===== src/rtl/iterative_divider_pkg.sv =====
// Shared definitions for the iterative divider.
// div_op_e : operation select, encoded as the RV32M/RV64M funct3[1:0] of DIV/DIVU/REM/REMU.
// state_e  : control FSM states.
package iterative_divider_pkg;

  typedef enum logic [1:0] {
    DIV  = 2'b00,
    DIVU = 2'b01,
    REM  = 2'b10,
    REMU = 2'b11
  } div_op_e;

  typedef enum logic [1:0] {
    IDLE   = 2'b00,
    PREP   = 2'b01,
    ITER   = 2'b10,
    FINISH = 2'b11
  } state_e;

  function automatic logic op_is_signed(div_op_e op);
    return (op == DIV) || (op == REM);
  endfunction

  function automatic logic op_is_rem(div_op_e op);
    return (op == REM) || (op == REMU);
  endfunction

endpackage


===== src/rtl/dff_re.sv =====
// Resettable flop with load enable.
// clk  : clock
// rst  : asynchronous active-high reset, clears q_o to zero
// en_i : load enable
// d_i  : next value
// q_o  : registered value
module dff_re #(
  parameter int WIDTH = 1
) (
  input  logic             clk,
  input  logic             rst,
  input  logic             en_i,
  input  logic [WIDTH-1:0] d_i,
  output logic [WIDTH-1:0] q_o
);

  // NOTE: sequential state is written with <= so every flop samples pre-edge values.
  always_ff @(posedge clk or posedge rst) begin
    if (rst) begin
      q_o <= '0;
    end else if (en_i) begin
      q_o <= d_i;
    end
  end

endmodule


===== src/rtl/div_step.sv =====
// One restoring shift-subtract step of an unsigned divider (purely combinational).
// rem_i     : partial remainder, always < divisor_i
// quo_i     : dividend bits still to shift out (MSB first) / quotient bits shifted in
// divisor_i : divisor magnitude
// rem_o     : next partial remainder
// quo_o     : next dividend/quotient register
// q_bit_o   : quotient bit produced by this step
module div_step #(
  parameter int WIDTH = 32
) (
  input  logic [WIDTH-1:0] rem_i,
  input  logic [WIDTH-1:0] quo_i,
  input  logic [WIDTH-1:0] divisor_i,
  output logic [WIDTH-1:0] rem_o,
  output logic [WIDTH-1:0] quo_o,
  output logic             q_bit_o
);

  logic [WIDTH:0] diff;

  // The shifted remainder is < 2*divisor, so a non-negative difference always
  // fits in WIDTH bits and diff[WIDTH] is purely the borrow.
  assign diff    = {rem_i, quo_i[WIDTH-1]} - {1'b0, divisor_i};
  assign q_bit_o = ~diff[WIDTH];
  assign rem_o   = q_bit_o ? diff[WIDTH-1:0] : {rem_i[WIDTH-2:0], quo_i[WIDTH-1]};
  assign quo_o   = {quo_i[WIDTH-2:0], q_bit_o};

endmodule


===== src/rtl/iterative_divider.sv =====
// Multi-cycle RV32M/RV64M divider: DIV, DIVU, REM, REMU.
// clk    : clock
// reset  : asynchronous active-high reset
// Start  : request a new operation (sampled only in IDLE)
// DivOp  : operation select (div_op_e encoding)
// Rs1    : dividend
// Rs2    : divisor
// Flush  : abort any operation in flight
// Busy   : high whenever the FSM is not IDLE
// Done   : one-cycle pulse while Result holds a new value
// Result : quotient or remainder, registered and held until the next completion
module iterative_divider
  import iterative_divider_pkg::*;
#(
  parameter int BIT_COUNT = 32
) (
  input  logic                 clk,
  input  logic                 reset,
  input  logic                 Start,
  input  logic [1:0]           DivOp,
  input  logic [BIT_COUNT-1:0] Rs1,
  input  logic [BIT_COUNT-1:0] Rs2,
  input  logic                 Flush,
  output logic                 Busy,
  output logic                 Done,
  output logic [BIT_COUNT-1:0] Result
);

  localparam int CW = $clog2(BIT_COUNT) + 1;

  logic [1:0]           state_raw, op_raw;
  state_e               state_q, state_d;
  div_op_e              op_q;
  logic [BIT_COUNT-1:0] rs1_q, rs2_q;
  logic [CW-1:0]        counter_q, counter_d;
  logic                 accept;

  logic [BIT_COUNT-1:0] rem_q, rem_d, quo_q, quo_d, dvs_q, dvs_d;
  logic [BIT_COUNT-1:0] result_q, result_d;
  logic                 neg_quo_q, neg_quo_d, neg_rem_q, neg_rem_d;

  logic [BIT_COUNT-1:0] step_rem, step_quo;
  logic                 step_qbit;

  assign state_q = state_e'(state_raw);
  assign op_q    = div_op_e'(op_raw);

  dff_re #(.WIDTH(2)) u_state_ff (
    .clk(clk), .rst(reset), .en_i(1'b1), .d_i(state_d), .q_o(state_raw)
  );
  dff_re #(.WIDTH(2)) u_op_ff (
    .clk(clk), .rst(reset), .en_i(accept), .d_i(DivOp), .q_o(op_raw)
  );
  dff_re #(.WIDTH(BIT_COUNT)) u_rs1_ff (
    .clk(clk), .rst(reset), .en_i(accept), .d_i(Rs1), .q_o(rs1_q)
  );
  dff_re #(.WIDTH(BIT_COUNT)) u_rs2_ff (
    .clk(clk), .rst(reset), .en_i(accept), .d_i(Rs2), .q_o(rs2_q)
  );
  dff_re #(.WIDTH(CW)) u_counter_ff (
    .clk(clk), .rst(reset), .en_i(1'b1), .d_i(counter_d), .q_o(counter_q)
  );

  div_step #(.WIDTH(BIT_COUNT)) u_div_step (
    .rem_i(rem_q), .quo_i(quo_q), .divisor_i(dvs_q),
    .rem_o(step_rem), .quo_o(step_quo), .q_bit_o(step_qbit)
  );

  // Operand preparation, evaluated from the latched operands during PREP.
  logic                 is_signed, is_rem, sign1, sign2, div_by_zero, overflow;
  logic [BIT_COUNT-1:0] abs1, abs2, special_res, final_res;

  assign is_signed   = op_is_signed(op_q);
  assign is_rem      = op_is_rem(op_q);
  assign sign1       = is_signed & rs1_q[BIT_COUNT-1];
  assign sign2       = is_signed & rs2_q[BIT_COUNT-1];
  assign abs1        = sign1 ? -rs1_q : rs1_q;
  assign abs2        = sign2 ? -rs2_q : rs2_q;
  assign div_by_zero = (rs2_q == '0);
  // Most-negative / -1 overflows the signed quotient; RISC-V defines the result.
  assign overflow    = is_signed && (rs1_q == {1'b1, {(BIT_COUNT-1){1'b0}}}) && (rs2_q == '1);
  assign special_res = div_by_zero ? (is_rem ? rs1_q : '1)
                                   : (is_rem ? '0    : rs1_q);
  assign final_res   = is_rem ? (neg_rem_q ? -step_rem : step_rem)
                              : (neg_quo_q ? -step_quo : step_quo);

  always_comb begin
    // NOTE: every signal written here gets a default first so no latch is inferred.
    state_d   = state_q;
    counter_d = counter_q;
    rem_d     = rem_q;
    quo_d     = quo_q;
    dvs_d     = dvs_q;
    neg_quo_d = neg_quo_q;
    neg_rem_d = neg_rem_q;
    result_d  = result_q;
    accept    = 1'b0;

    unique case (state_q)
      IDLE: begin
        if (Start && !Flush) begin
          accept  = 1'b1;
          state_d = PREP;
        end
      end
      PREP: begin
        neg_quo_d = sign1 ^ sign2;
        neg_rem_d = sign1;
        rem_d     = '0;
        quo_d     = abs1;
        dvs_d     = abs2;
        counter_d = CW'(BIT_COUNT);
        if (div_by_zero || overflow) begin
          result_d = special_res;
          state_d  = FINISH;
        end else begin
          state_d  = ITER;
        end
      end
      ITER: begin
        rem_d     = step_rem;
        quo_d     = step_quo;
        counter_d = counter_q - CW'(1);
        if (counter_q == CW'(1)) begin
          result_d = final_res;
          state_d  = FINISH;
        end
      end
      FINISH: begin
        state_d = IDLE;
      end
      default: state_d = IDLE;
    endcase

    // A squash aborts whatever is in flight and must not commit a result.
    // In FINISH the result was already committed on entry, so it stays.
    if (Flush) begin
      state_d  = IDLE;
      result_d = result_q;
    end
  end

  // The new quotient bit must be the LSB of the shifted quotient register.
  always_comb begin
    if (state_q == ITER) begin
      assert (step_quo[0] == step_qbit);
    end
  end

  // NOTE: datapath registers are reset too, so the first operation never sees X.
  always_ff @(posedge clk or posedge reset) begin
    if (reset) begin
      rem_q     <= '0;
      quo_q     <= '0;
      dvs_q     <= '0;
      neg_quo_q <= 1'b0;
      neg_rem_q <= 1'b0;
      result_q  <= '0;
    end else begin
      rem_q     <= rem_d;
      quo_q     <= quo_d;
      dvs_q     <= dvs_d;
      neg_quo_q <= neg_quo_d;
      neg_rem_q <= neg_rem_d;
      result_q  <= result_d;
    end
  end

  assign Busy   = (state_q != IDLE);
  assign Done   = (state_q == FINISH);
  assign Result = result_q;

endmodule

===== config.mk =====
export PLATFORM = sky130hd
export DESIGN_NAME = iterative_divider
export DESIGN_NICKNAME = d
export VERILOG_FILES = /design/src/rtl/iterative_divider_pkg.sv /design/src/rtl/dff_re.sv /design/src/rtl/div_step.sv /design/src/rtl/iterative_divider.sv
export SDC_FILE = /design/constraint.sdc
export NUM_CORES = 1
export LEC_CHECK = 0
export CAP_MARGIN = 5
export CORE_AREA = 2 2 198 151
export CTS_BUF_LIST = sky130_fd_sc_hd__clkbuf_8
export CTS_CLUSTER_SIZE = 24
export DETAILED_ROUTE_END_ITERATION = 6
export DIE_AREA = 0 0 200 153
export GPL_TIMING_DRIVEN = 0
export PLACE_DENSITY = 0.69
export SLEW_MARGIN = 30
export SYNTH_ARGS = -nofsm -noshare
export SYNTH_HDL_FRONTEND = slang
export SYNTH_SLANG_ARGS = --single-unit
export TNS_END_PERCENT = 10

===== constraint.sdc =====
create_clock -name clk -period 9.5 [get_ports clk]
set_clock_uncertainty 0.2 [all_clocks]
set_input_delay 2.375 -clock clk [delete_from_list [all_inputs] [get_ports clk]]
set_output_delay 2.375 -clock clk [all_outputs]
set_load 0.1 [all_outputs]

After elaboration in Yosys (flattened, before gate mapping):

Cells that the tools add are included.

* bits in registers: 204
* logic and storage cells: 70

* $add $sub $neg: 6
* equal/unequal tests: 12
* muxes and demuxes: 22
* bitwise operators: 5
* reduce and logical (&&, ||, !) cells: 14

Operator list (count)
* 32-bit two-way mux: 11
* 32-bit case mux with 2 select lines: 3
* 32-bit negator: 4
* 32-bit equality test, second input constant: 2
* 33-bit by 32-bit subtractor with 33-bit output: 1
* 32-bit zero test: 1
* 6-bit case mux with 2 select lines: 1
* 2-bit equality test, second input constant: 4
* 2-bit case mux with 4 select lines: 1
* 6-bit by 1-bit equality test with 1-bit output, second input constant: 1
* 2-bit two-way mux: 3
* 3-bit inequality test, second input constant: 2
* 6-bit by 1-bit subtractor with 6-bit output, second input constant: 1
* 2-bit zero test: 2
* 2-bit inequality test, second input constant: 2
* 4-bit AND reduction: 1
* 2-bit nonzero test: 2
* 1-bit logical AND: 3
* 1-bit logical OR: 3
* 1-bit two-way mux: 3
* 1-bit bitwise AND: 2
* 2-bit by 1-bit equality test with 1-bit output, second input constant: 1
* 1-bit NOT: 2
* 2-bit AND reduction: 1
* other kinds (2): 2

Logic depth before layout (Yosys ltp):

Gate-level depths: netlist of run 1.

* depth in word-level cells: 8
* depth in mapped cells: 25
* mapped depth without buffers: 22

Hierarchy:

Synthesis of run 1 repeated with hierarchy kept, for this count alone.

* cell total of the unflattened synthesis: 1641
* area total of the unflattened synthesis: 14790.4 sq um

By module, submodules not included
* iterative_divider: instances 1, cells an instance 1136, area an instance 9188.8 sq um
* dff_re (u_rs1_ff ...): instances 2, cells an instance 69, area an instance 1348.8 sq um
* div_step: instances 1, cells an instance 343, area an instance 2496.1 sq um
* dff_re (u_counter_ff): instances 1, cells an instance 14, area an instance 255.2 sq um
* dff_re (u_op_ff ...): instances 2, cells an instance 5, area an instance 76.3 sq um

Worst setup path after synthesis of run 1:

OpenSTA, ideal clock, no wires.

* path type: register to register
* start: reg rem_q[21]
* end: reg result_q[26] (netlist: Result[26])
* library setup time: 129 ps
* data arrival time: 5239 ps
* data required time: 9171 ps
* slack: 3932 ps
* stages on the path, launching flop included: 23
* buffers on the path: 4
* clock period less this slack: 5568 ps
* cell sequence: dfrtp_1 ha_1 buf_6 a21oi_4 nand2_1 a221oi_2 or4b_1 o21ai_4 xnor2_4 buf_6 clkbuf_1 clkbuf_1 nand2_1 o21ai_0 ha_1 nand3b_1 or3_1 or3_1 mux2i_4 o2111ai_1 o41ai_2 xnor2_1 a211oi_2

* longest elaborated chain between the ends: 7

Ends and longest elaborated chain
* start, declared: line iterative_divider.sv:38 `logic [BIT_COUNT-1:0] rem_q, rem_d, quo_q, quo_d, dvs_q, dvs_d;`
* start signal, assigned: line iterative_divider.sv:160 `rem_q <= rem_d;`
* 33-bit by 32-bit subtractor with 33-bit output: line div_step.sv:23 `assign diff = {rem_i, quo_i[WIDTH-1]} - {1'b0, divisor_i};`
* 32-bit two-way mux or 1-bit NOT (tied branches): line div_step.sv:25, div_step.sv:24
* 32-bit negator, on equally long branches: line iterative_divider.sv:84, iterative_divider.sv:85
* 32-bit two-way mux, on equally long branches: line iterative_divider.sv:84, iterative_divider.sv:85
* 32-bit two-way mux *: line iterative_divider.sv:84 `assign final_res = is_rem ? (neg_rem_q ? -step_rem : step_rem)`
* 32-bit two-way mux *: line iterative_divider.sv:124 `if (counter_q == CW'(1)) begin`
* 32-bit case mux with 2 select lines *: line iterative_divider.sv:99 `unique case (state_q)`
* end signal, assigned: line iterative_divider.sv:165 `result_q <= result_d;`
* end, declared: line iterative_divider.sv:39 `logic [BIT_COUNT-1:0] result_q, result_d;`

Every way passes the cells marked *; elsewhere a longest branch is shown, timed or not. The select of a mux whose other input is x is not followed.
A chain may end at the register's enable or synchronous reset.

Worst setup path in the final report of run 1:

* start: reg quo_q[31]
* end: reg result_q[26] (netlist: Result[26])

* longest elaborated chain between the ends: 7

Ends and longest elaborated chain
* start, declared: line iterative_divider.sv:38
* start signal, assigned: line iterative_divider.sv:161 `quo_q <= quo_d;`
* 33-bit by 32-bit subtractor with 33-bit output: line div_step.sv:23
* 32-bit two-way mux or 1-bit NOT (tied branches): line div_step.sv:25, div_step.sv:24
* 32-bit negator, on equally long branches: line iterative_divider.sv:84, iterative_divider.sv:85
* 32-bit two-way mux, on equally long branches: line iterative_divider.sv:84, iterative_divider.sv:85
* 32-bit two-way mux *: line iterative_divider.sv:84
* 32-bit two-way mux *: line iterative_divider.sv:124
* 32-bit case mux with 2 select lines *: line iterative_divider.sv:99

Marked as above.

==> results of run 1 <==
## flip-flops by register name (all words and copies together), names as in the netlist
register and cells:
Result 32, u_state_ff.q_o 2, u_rs1_ff.q_o 32, neg_rem_q 1, u_counter_ff.q_o 6, u_op_ff.q_o 2, u_rs2_ff.q_o 32, dvs_q 32
neg_quo_q 1, rem_q 32, quo_q 32
## worst paths after layout
| path | to | slack (ps) |
|---|---|---|
| min in group asynchronous | u_rs1_ff.q_o[30] | 2030 |
| worst max register to register | Result[26] | 2300 |
| worst min-delay path | Result[6] | 280 |
| max in group asynchronous | rem_q[3] | 5940 |
| worst min register to register | Result[6] | 280 |
| worst max-delay path | Result[26] | 2300 |
## per-layer routing
layer  share of wire, %  track usage, %  vias up
met5               0.15            1.77        -
met4                2.2            7.55        2
met3                 11            8.32       77
met2                 39            41.6      697
met1                 47            49.5     6610
li1                   -               -     6146
## layout make-up
| type | instances | area share (%) |
|---|---|---|
| Buffer | 91 | 2.34 |
| Inverter | 63 | 1.48 |
| Timing Repair Buffer | 105 | 6.58 |
| Clock inverter | 19 | 0.637 |
| Sequential cell | 204 | 30.9 |
| Multi-Input combinational cell | 1260 | 51.4 |
| Clock buffer | 44 | 3.67 |
| Tap cell | 392 | 2.97 |
## power groups by stage
stage	clock network (mW)	registers [mW]	logic (mW)
2_1_floorplan	0	2.04	2.03
3_3_place_gp	0	1.69	3.28
3_5_place_dp	0	1.70	3.33
4_1_cts	0.853	1.69	3.36
5_1_grt	0.888	1.75	3.68
6_report	0.840	1.71	3.41
## worst min-delay path, cell delays in order (launching register included)
cell	delay, ps
dfrtp_1	340
nand2_1	50
o21ai_0	60
## cell usage in the layout, fill, tap and decap left out, types with 25 or more instances in the layout
cell type        count
nor2_1             144
xnor2_1             71
dfrtp_1            204
clkbuf_8            44
a21oi_1            122
xor2_1              69
mux2_2             102
clkdlybuf4s50_1    103
o2bb2ai_1           26
nand3_1             25
ha_1                44
nand2_1            143
inv_1               74
clkbuf_1            73
o21ai_0            138
nor3_1              29
## cells by family after synthesis
family                     share of synthesized area [%]
muxes                                               9.87
adders and majority gates                           4.09
AOI/OAI and AO/OA                                   20.7
buffers and inverters                               4.38
and+or+nand+nor                                     16.1
xor gates and xnor gates                            8.83
DFF                                                 36.0
## stage by stage
stage	std cells	total power [mW]
floorplan	1618	4.06
global placement	2113	4.97
detailed placement	2115	5.04
CTS	2178	5.90
global route	2178	6.32
finish	2178	5.96
==> impl_metrics.sql, run 1 <==
INSERT INTO impl_metrics (metric_group, metric, value, unit) VALUES
('route', 'drc_errors', '0', ''),
('floorplanning', 'fp.dieH', '153', 'µm'),
('power_and_ir_drop', 'p_switching', '3.04', 'mW'),
('clock_network', 'cts.path.max_buffers', '3', ''),
('power_and_ir_drop', 'swShare', '51.0', '%'),
('synthesis', 'synth-seq-cells', '204', ''),
('power_and_ir_drop', 'pwr-share-comb', '57.3', '%'),
('clock_network', 'count_of_buffers_added_by_post_cts_timing_repair_for_setup', '0', ''),
('critical_path', 'critical_path.startpoint_type', 'register', ''),
('timing', 'setup_repair_after_global_routing_missed_its_margin', 'no', ''),
('synthesis', 'synth_commonest_cells', '204 x dfrtp_1, 144 x nor2_1, 143 x nand2_1', ''),
('placed_design', 'place_hpwl', '36600', 'µm'),
('floorplanning', 'placeableCoreArea', '28700', 'µm²'),
('critical_path', 'cpPeakStageDelay', '610', 'ps'),
('critical_path', 'critical_path_class', 'reg -> reg', ''),
('global_routing', 'global_route.usage.total', '31.4', '%'),
('route', 'detail_route.vias_per_cell', '6.21', ''),
('synthesis', 'synth.top_cell.area_share', '36.0', '%'),
('critical_path', 'end_kind', 'register', ''),
('route', 'drt_first_iter_violations', '1544', ''),
('synthesis', 'postSynthNetCount', '1733', ''),
('critical_path', 'cpLargestDelayFamily', 'compound AO/OA/AOI/OAI gates', ''),
('placed_design', 'placed_cell_area', '15800', 'µm²'),
('route', 'drt_pass1_iterations', '5', ''),
('status', 'run_status', 'completed', ''),
('synthesis', 'synth_most_common_cell', 'dfrtp_1', ''),
('critical_path', 'worst-endpoint-arrival', '7480', 'ps'),
('timing', 'slew_viol_final', '0', ''),
('global_routing', 'grt_pass1_vias', '12657', ''),
('clock_network', 'cts_buffers', '37', ''),
('critical_path', 'critPathSlowestCell', 'clkbuf_1', ''),
('synthesis', 'syn-cell-area', '14200', 'µm²'),
('flow_run', 'cap_violations', '0', ''),
('min_path', 'min-delay-path-class', 'reg -> reg', ''),
('timing', 'max_clock_freq', '0.139', 'GHz'),
('synthesis', 'synth_seq_area_share', '36.0', '%'),
('clock_network', 'tritoncts', 'done', ''),
('timing', 'hold_viol', '0', ''),
('critical_path', 'critPathRequiredTime', '9780', 'ps'),
('min_path', 'hold-path-cell-count', '2', ''),
('min_path', 'min_delay_startpoint', 'Result[6]', ''),
('floorplanning', 'top_level_port_count', '104', ''),
('clock_network', 'clk-insertion-delay-late', '570', 'ps'),
('clock_network', 'clkSlewWorstSetupHoldPaths', '70', 'ps'),
('cells_and_area', 'layout.nets', '1877', ''),
('clock_network', 'postCtsHoldBufs', '0', ''),
('power_and_ir_drop', 'power.share.clock', '14.1', '%'),
('timing', 'timing.hold.ws', '284', 'ps'),
('placed_design', 'gp_routability_congestion', '0.968', ''),
('route', 'ant_nets', '0', ''),
('floorplanning', 'die-area', '30600', 'µm²'),
('cells_and_area', 'final_cell_area', '16500', 'µm²'),
('synthesis', 'synthFlopType', 'dfrtp_1', ''),
('critical_path', 'worst-path-buf-inv', '5', ''),
('synthesis', 'yosys-top-cells-area', 'dfrtp_1 36%, mux2_2 8.1%, o21ai_0 4.9%', ''),
('route', 'vias', '13532', ''),
('critical_path', 'cp_num_cells', '24', ''),
('timing', 'finalSetupViolCount', '0', ''),
('timing', 'fin_crit', '7200', 'ps'),
('synthesis', 'synthCells', '1618', ''),
('synthesis', 'ys_async_sr_fraction', '100', '%'),
('floorplanning', 'std_cell_rows', '54', ''),
('timing', 'max_slew.worst_pin.slew', '1020', 'ps'),
('power_and_ir_drop', 'power.sequential.fraction', '28.6', '%'),
('timing', 'post-route-worst-setup-slack', '2300', 'ps'),
('critical_path', 'worstPathMaxFanout', '10', ''),
('cells_and_area', 'sequential_cell_area', '5100', 'µm²'),
('global_routing', 'global_route.overflow_total', '0', ''),
('placed_design', 'pre_cts_ws', '2490', 'ps'),
('global_routing', 'first_pass_grt_wire_length', '73700', 'µm'),
('synthesis', 'yosys.area.top_type', 'dfrtp_1', '');
Note: power is estimated with default switching activity, not from simulation.
==> run 2: changes to the inputs <==
clock period = 6.65 ns   (was 9.5 ns; I/O delays follow)
==> impl_metrics.sql, run 2 (same netlist as run 1, synthesis figures left out) <==
INSERT INTO impl_metrics (metric_group, metric, value, unit) VALUES
('global_routing', 'first_pass_grt_wire_length', '73600', 'µm'),
('floorplanning', 'std_cell_rows', '54', ''),
('critical_path', 'worst-path-buf-inv', '5', ''),
('critical_path', 'worstPathMaxFanout', '10', ''),
('floorplanning', 'die-area', '30600', 'µm²'),
('flow_run', 'cap_violations', '0', ''),
('clock_network', 'count_of_buffers_added_by_post_cts_timing_repair_for_setup', '0', ''),
('clock_network', 'cts_buffers', '37', ''),
('critical_path', 'critPathSlowestCell', 'dfrtp_1', ''),
('critical_path', 'cpLargestDelayFamily', 'compound AO/OA/AOI/OAI gates', ''),
('critical_path', 'path_cells', 'inv_1 > ha_1 > inv_1 > fa_1 > a211oi_2 > o211ai_1 > nand2_1 > o21ai_2 > o21ai_4 > xnor2_4 > inv_2 > buf_6 > buf_4 > mux2i_1 > ha_1 > nand3b_1 > or3_1 > or3_1 > mux2i_4 > o2111ai_1 > nand2_1 > xor2_1 > a221oi_1 > o21ai_1', ''),
('power_and_ir_drop', 'peakVddDrop', '0.000407', 'V'),
('placed_design', 'gp_routability_congestion', '0.972', ''),
('cells_and_area', 'number_of_diodes_added_for_antenna_fixing', '0', ''),
('floorplanning', 'top_level_port_count', '104', ''),
('critical_path', 'worst-endpoint-arrival', '6550', 'ps'),
('global_routing', 'antenna_found_initial', '0', ''),
('timing', 'max_slew.worst_pin.slew', '1020', 'ps'),
('min_path', 'min-delay-path-class', 'reg -> reg', ''),
('timing', 'max_clock_freq', '0.158', 'GHz'),
('route', 'routed_length_per_instance', '21.5', 'µm'),
('cells_and_area', 'final.fill_count', '2638', ''),
('route', 'drt_first_iter_violations', '1407', ''),
('clock_network', 'cts_root_buffer', 'clkbuf_8', ''),
('critical_path', 'critical_path.startpoint_type', 'register', ''),
('clock_network', 'tritoncts', 'done', ''),
('route', 'drc_errors', '0', ''),
('timing', 'finalSetupViolCount', '0', ''),
('critical_path', 'ff2ff_setup_slack', '340', 'ps'),
('timing', 'post-route-worst-setup-slack', '336', 'ps'),
('cells_and_area', 'layout.nets', '1883', ''),
('global_routing', 'global_route.usage.total', '31.3', '%'),
('floorplanning', 'die_w', '200', 'µm'),
('timing', 'slew_viol_final', '0', ''),
('clock_network', 'cts.sink_count', '204', ''),
('cells_and_area', 'layout_commonest_cell', 'dfrtp_1', ''),
('clock_network', 'postCtsHoldBufs', '0', ''),
('cells_and_area', 'final_layout_size_suffix_gt1_share', '11.4', '%'),
('status', 'run_status', 'completed', ''),
('floorplanning', 'initial_core_util', '49.4', '%'),
('floorplanning', 'placeableCoreArea', '28700', 'µm²'),
('route', 'ant_nets', '0', ''),
('placed_design', 'place_hpwl', '36700', 'µm'),
('timing', 'totalNegativeSetupSlack', '0', 'ps'),
('clock_network', 'htree_levels', '2', ''),
('clock_network', 'cts.path.max_buffers', '3', ''),
('route', 'routed_wirelength', '47100', 'µm'),
('placed_design', 'pre_cts_ws', '-299', 'ps'),
('timing', 'setup_repair_after_global_routing_missed_its_margin', 'no', ''),
('power_and_ir_drop', 'static-leakage-power', '6.69', 'nW'),
('route', 'drt_pass1_iterations', '6', ''),
('critical_path', 'end_kind', 'register', ''),
('placed_design', 'io_buffer_count', '103', ''),
('clock_network', 'clkSlewWorstSetupHoldPaths', '60', 'ps'),
('timing', 'maxSlewHeadroom', '31.6', '%'),
('timing', 'timing.hold.ws', '289', 'ps'),
('global_routing', 'grt_pass1_vias', '12867', ''),
('critical_path', 'cpPeakStageDelay', '470', 'ps'),
('timing', 'fin_crit', '6310', 'ps'),
('floorplanning', 'fp.dieH', '153', 'µm'),
('global_routing', 'pin_count_of_the_biggest_net_entering_global_routing', '29', ''),
('route', 'detail_route.vias_per_cell', '6.17', ''),
('power_and_ir_drop', 'total_power_divided_by_cell_area', '515', 'nW/µm²'),
('timing', 'final.period_utilization', '95.0', '%'),
('route', 'vias', '13483', ''),
('timing', 'hold_viol', '0', ''),
('critical_path', 'critPathRequiredTime', '6880', 'ps'),
('global_routing', 'global_route.overflow_total', '0', ''),
('clock_network', 'clk-insertion-delay-late', '570', 'ps'),
('cells_and_area', 'layout.cells.most_common_list', '204 x dfrtp_1, 144 x nor2_1, 143 x nand2_1', ''),
('critical_path', 'critical_path_class', 'reg -> reg', ''),
('cells_and_area', 'flow.area_growth_from_synthesis', '18.0', '%'),
('cells_and_area', 'finish.utilization', '58.3', '%');
run 2: cell count changes in the layout (fill, tap and decap cells not counted):
cell	delta
buf_12	+4
inv_8	-1
clkbuf_8	+2
clkbuf_1	-1
clkinv_2	+2
buf_16	+3
o21ai_0	-1
o21ai_2	+1
inv_1	-3
bufinv_16	+2
clkinvlp_4	+1
run 2: per-layer routing:
layer | GRT usage [%] | vias up | routed length, µm
li1 | - | 6152 | -
met5 | 0 | - | 0
met3 | 8.56 | 67 | 5070
met1 | 49.1 | 6615 | 22300
met4 | 7.72 | 0 | 889
met2 | 41.9 | 649 | 18800
run 2: where the power goes:
| part | internal, mW | switching (mW) |
|---|---|---|
| sequential | 1.78 | 0.662 |
| combinational | 1.76 | 3.11 |
| clock | 0.741 | 0.572 |
| total | 4.28 | 4.34 |
run 2: final cells by class:
cell class / instances / area [µm²] / share of cell area [%]
flip-flops and latches: 204 / 5100 / 30.5
repair buffers: 112 / 1250 / 7.46
clock buffers: 46 / 633 / 3.78
inverters: 63 / 240 / 1.43
well taps: 392 / 490 / 2.93
clock inverters: 20 / 164 / 0.979
plain buffers: 90 / 383 / 2.29
multi-input cells: 1260 / 8480 / 50.6
run 2: per-stage QoR:
stage	power, mW	cells	instance area [µm²]
after floorplan	5.80	1618	14200
after global placement	7.09	2113	15700
after detailed placement	7.19	2122	15900
after CTS	8.53	2187	16700
after global routing	9.16	2187	16700
final	8.63	2187	16700
run 2: final timing paths:
| path | start | to | cells after the start |
|---|---|---|---|
| setup / recovery | quo_q[31] | Result[18] | 24 |
| hold / removal | Result[6] | Result[6] | 2 |
| setup reg to reg | quo_q[31] | Result[18] | 24 |
| hold reg to reg | Result[6] | Result[6] | 2 |
| max in group asynchronous | reset | u_rs1_ff.q_o[27] | 7 |
| min in group asynchronous | reset | dvs_q[15] | 2 |
run 2: worst reg2reg max path: stages, from the launching register on:
cell and delay (ps):
dfrtp_1 470, inv_1 100, ha_1 160, inv_1 50, fa_1 430, a211oi_2 330, o211ai_1 180, nand2_1 250
o21ai_2 170, o21ai_4 230, xnor2_4 190, inv_2 180, buf_6 190, buf_4 270, mux2i_1 380, ha_1 310
nand3b_1 190, or3_1 360, or3_1 360, mux2i_4 220, o2111ai_1 280, nand2_1 170, xor2_1 90, a221oi_1 350
o21ai_1 90
run 2: what timing repair did:
item                       CTS  global route
pin swaps                    0             1
setup endpoints to repair    4             3
resized for setup            1             2
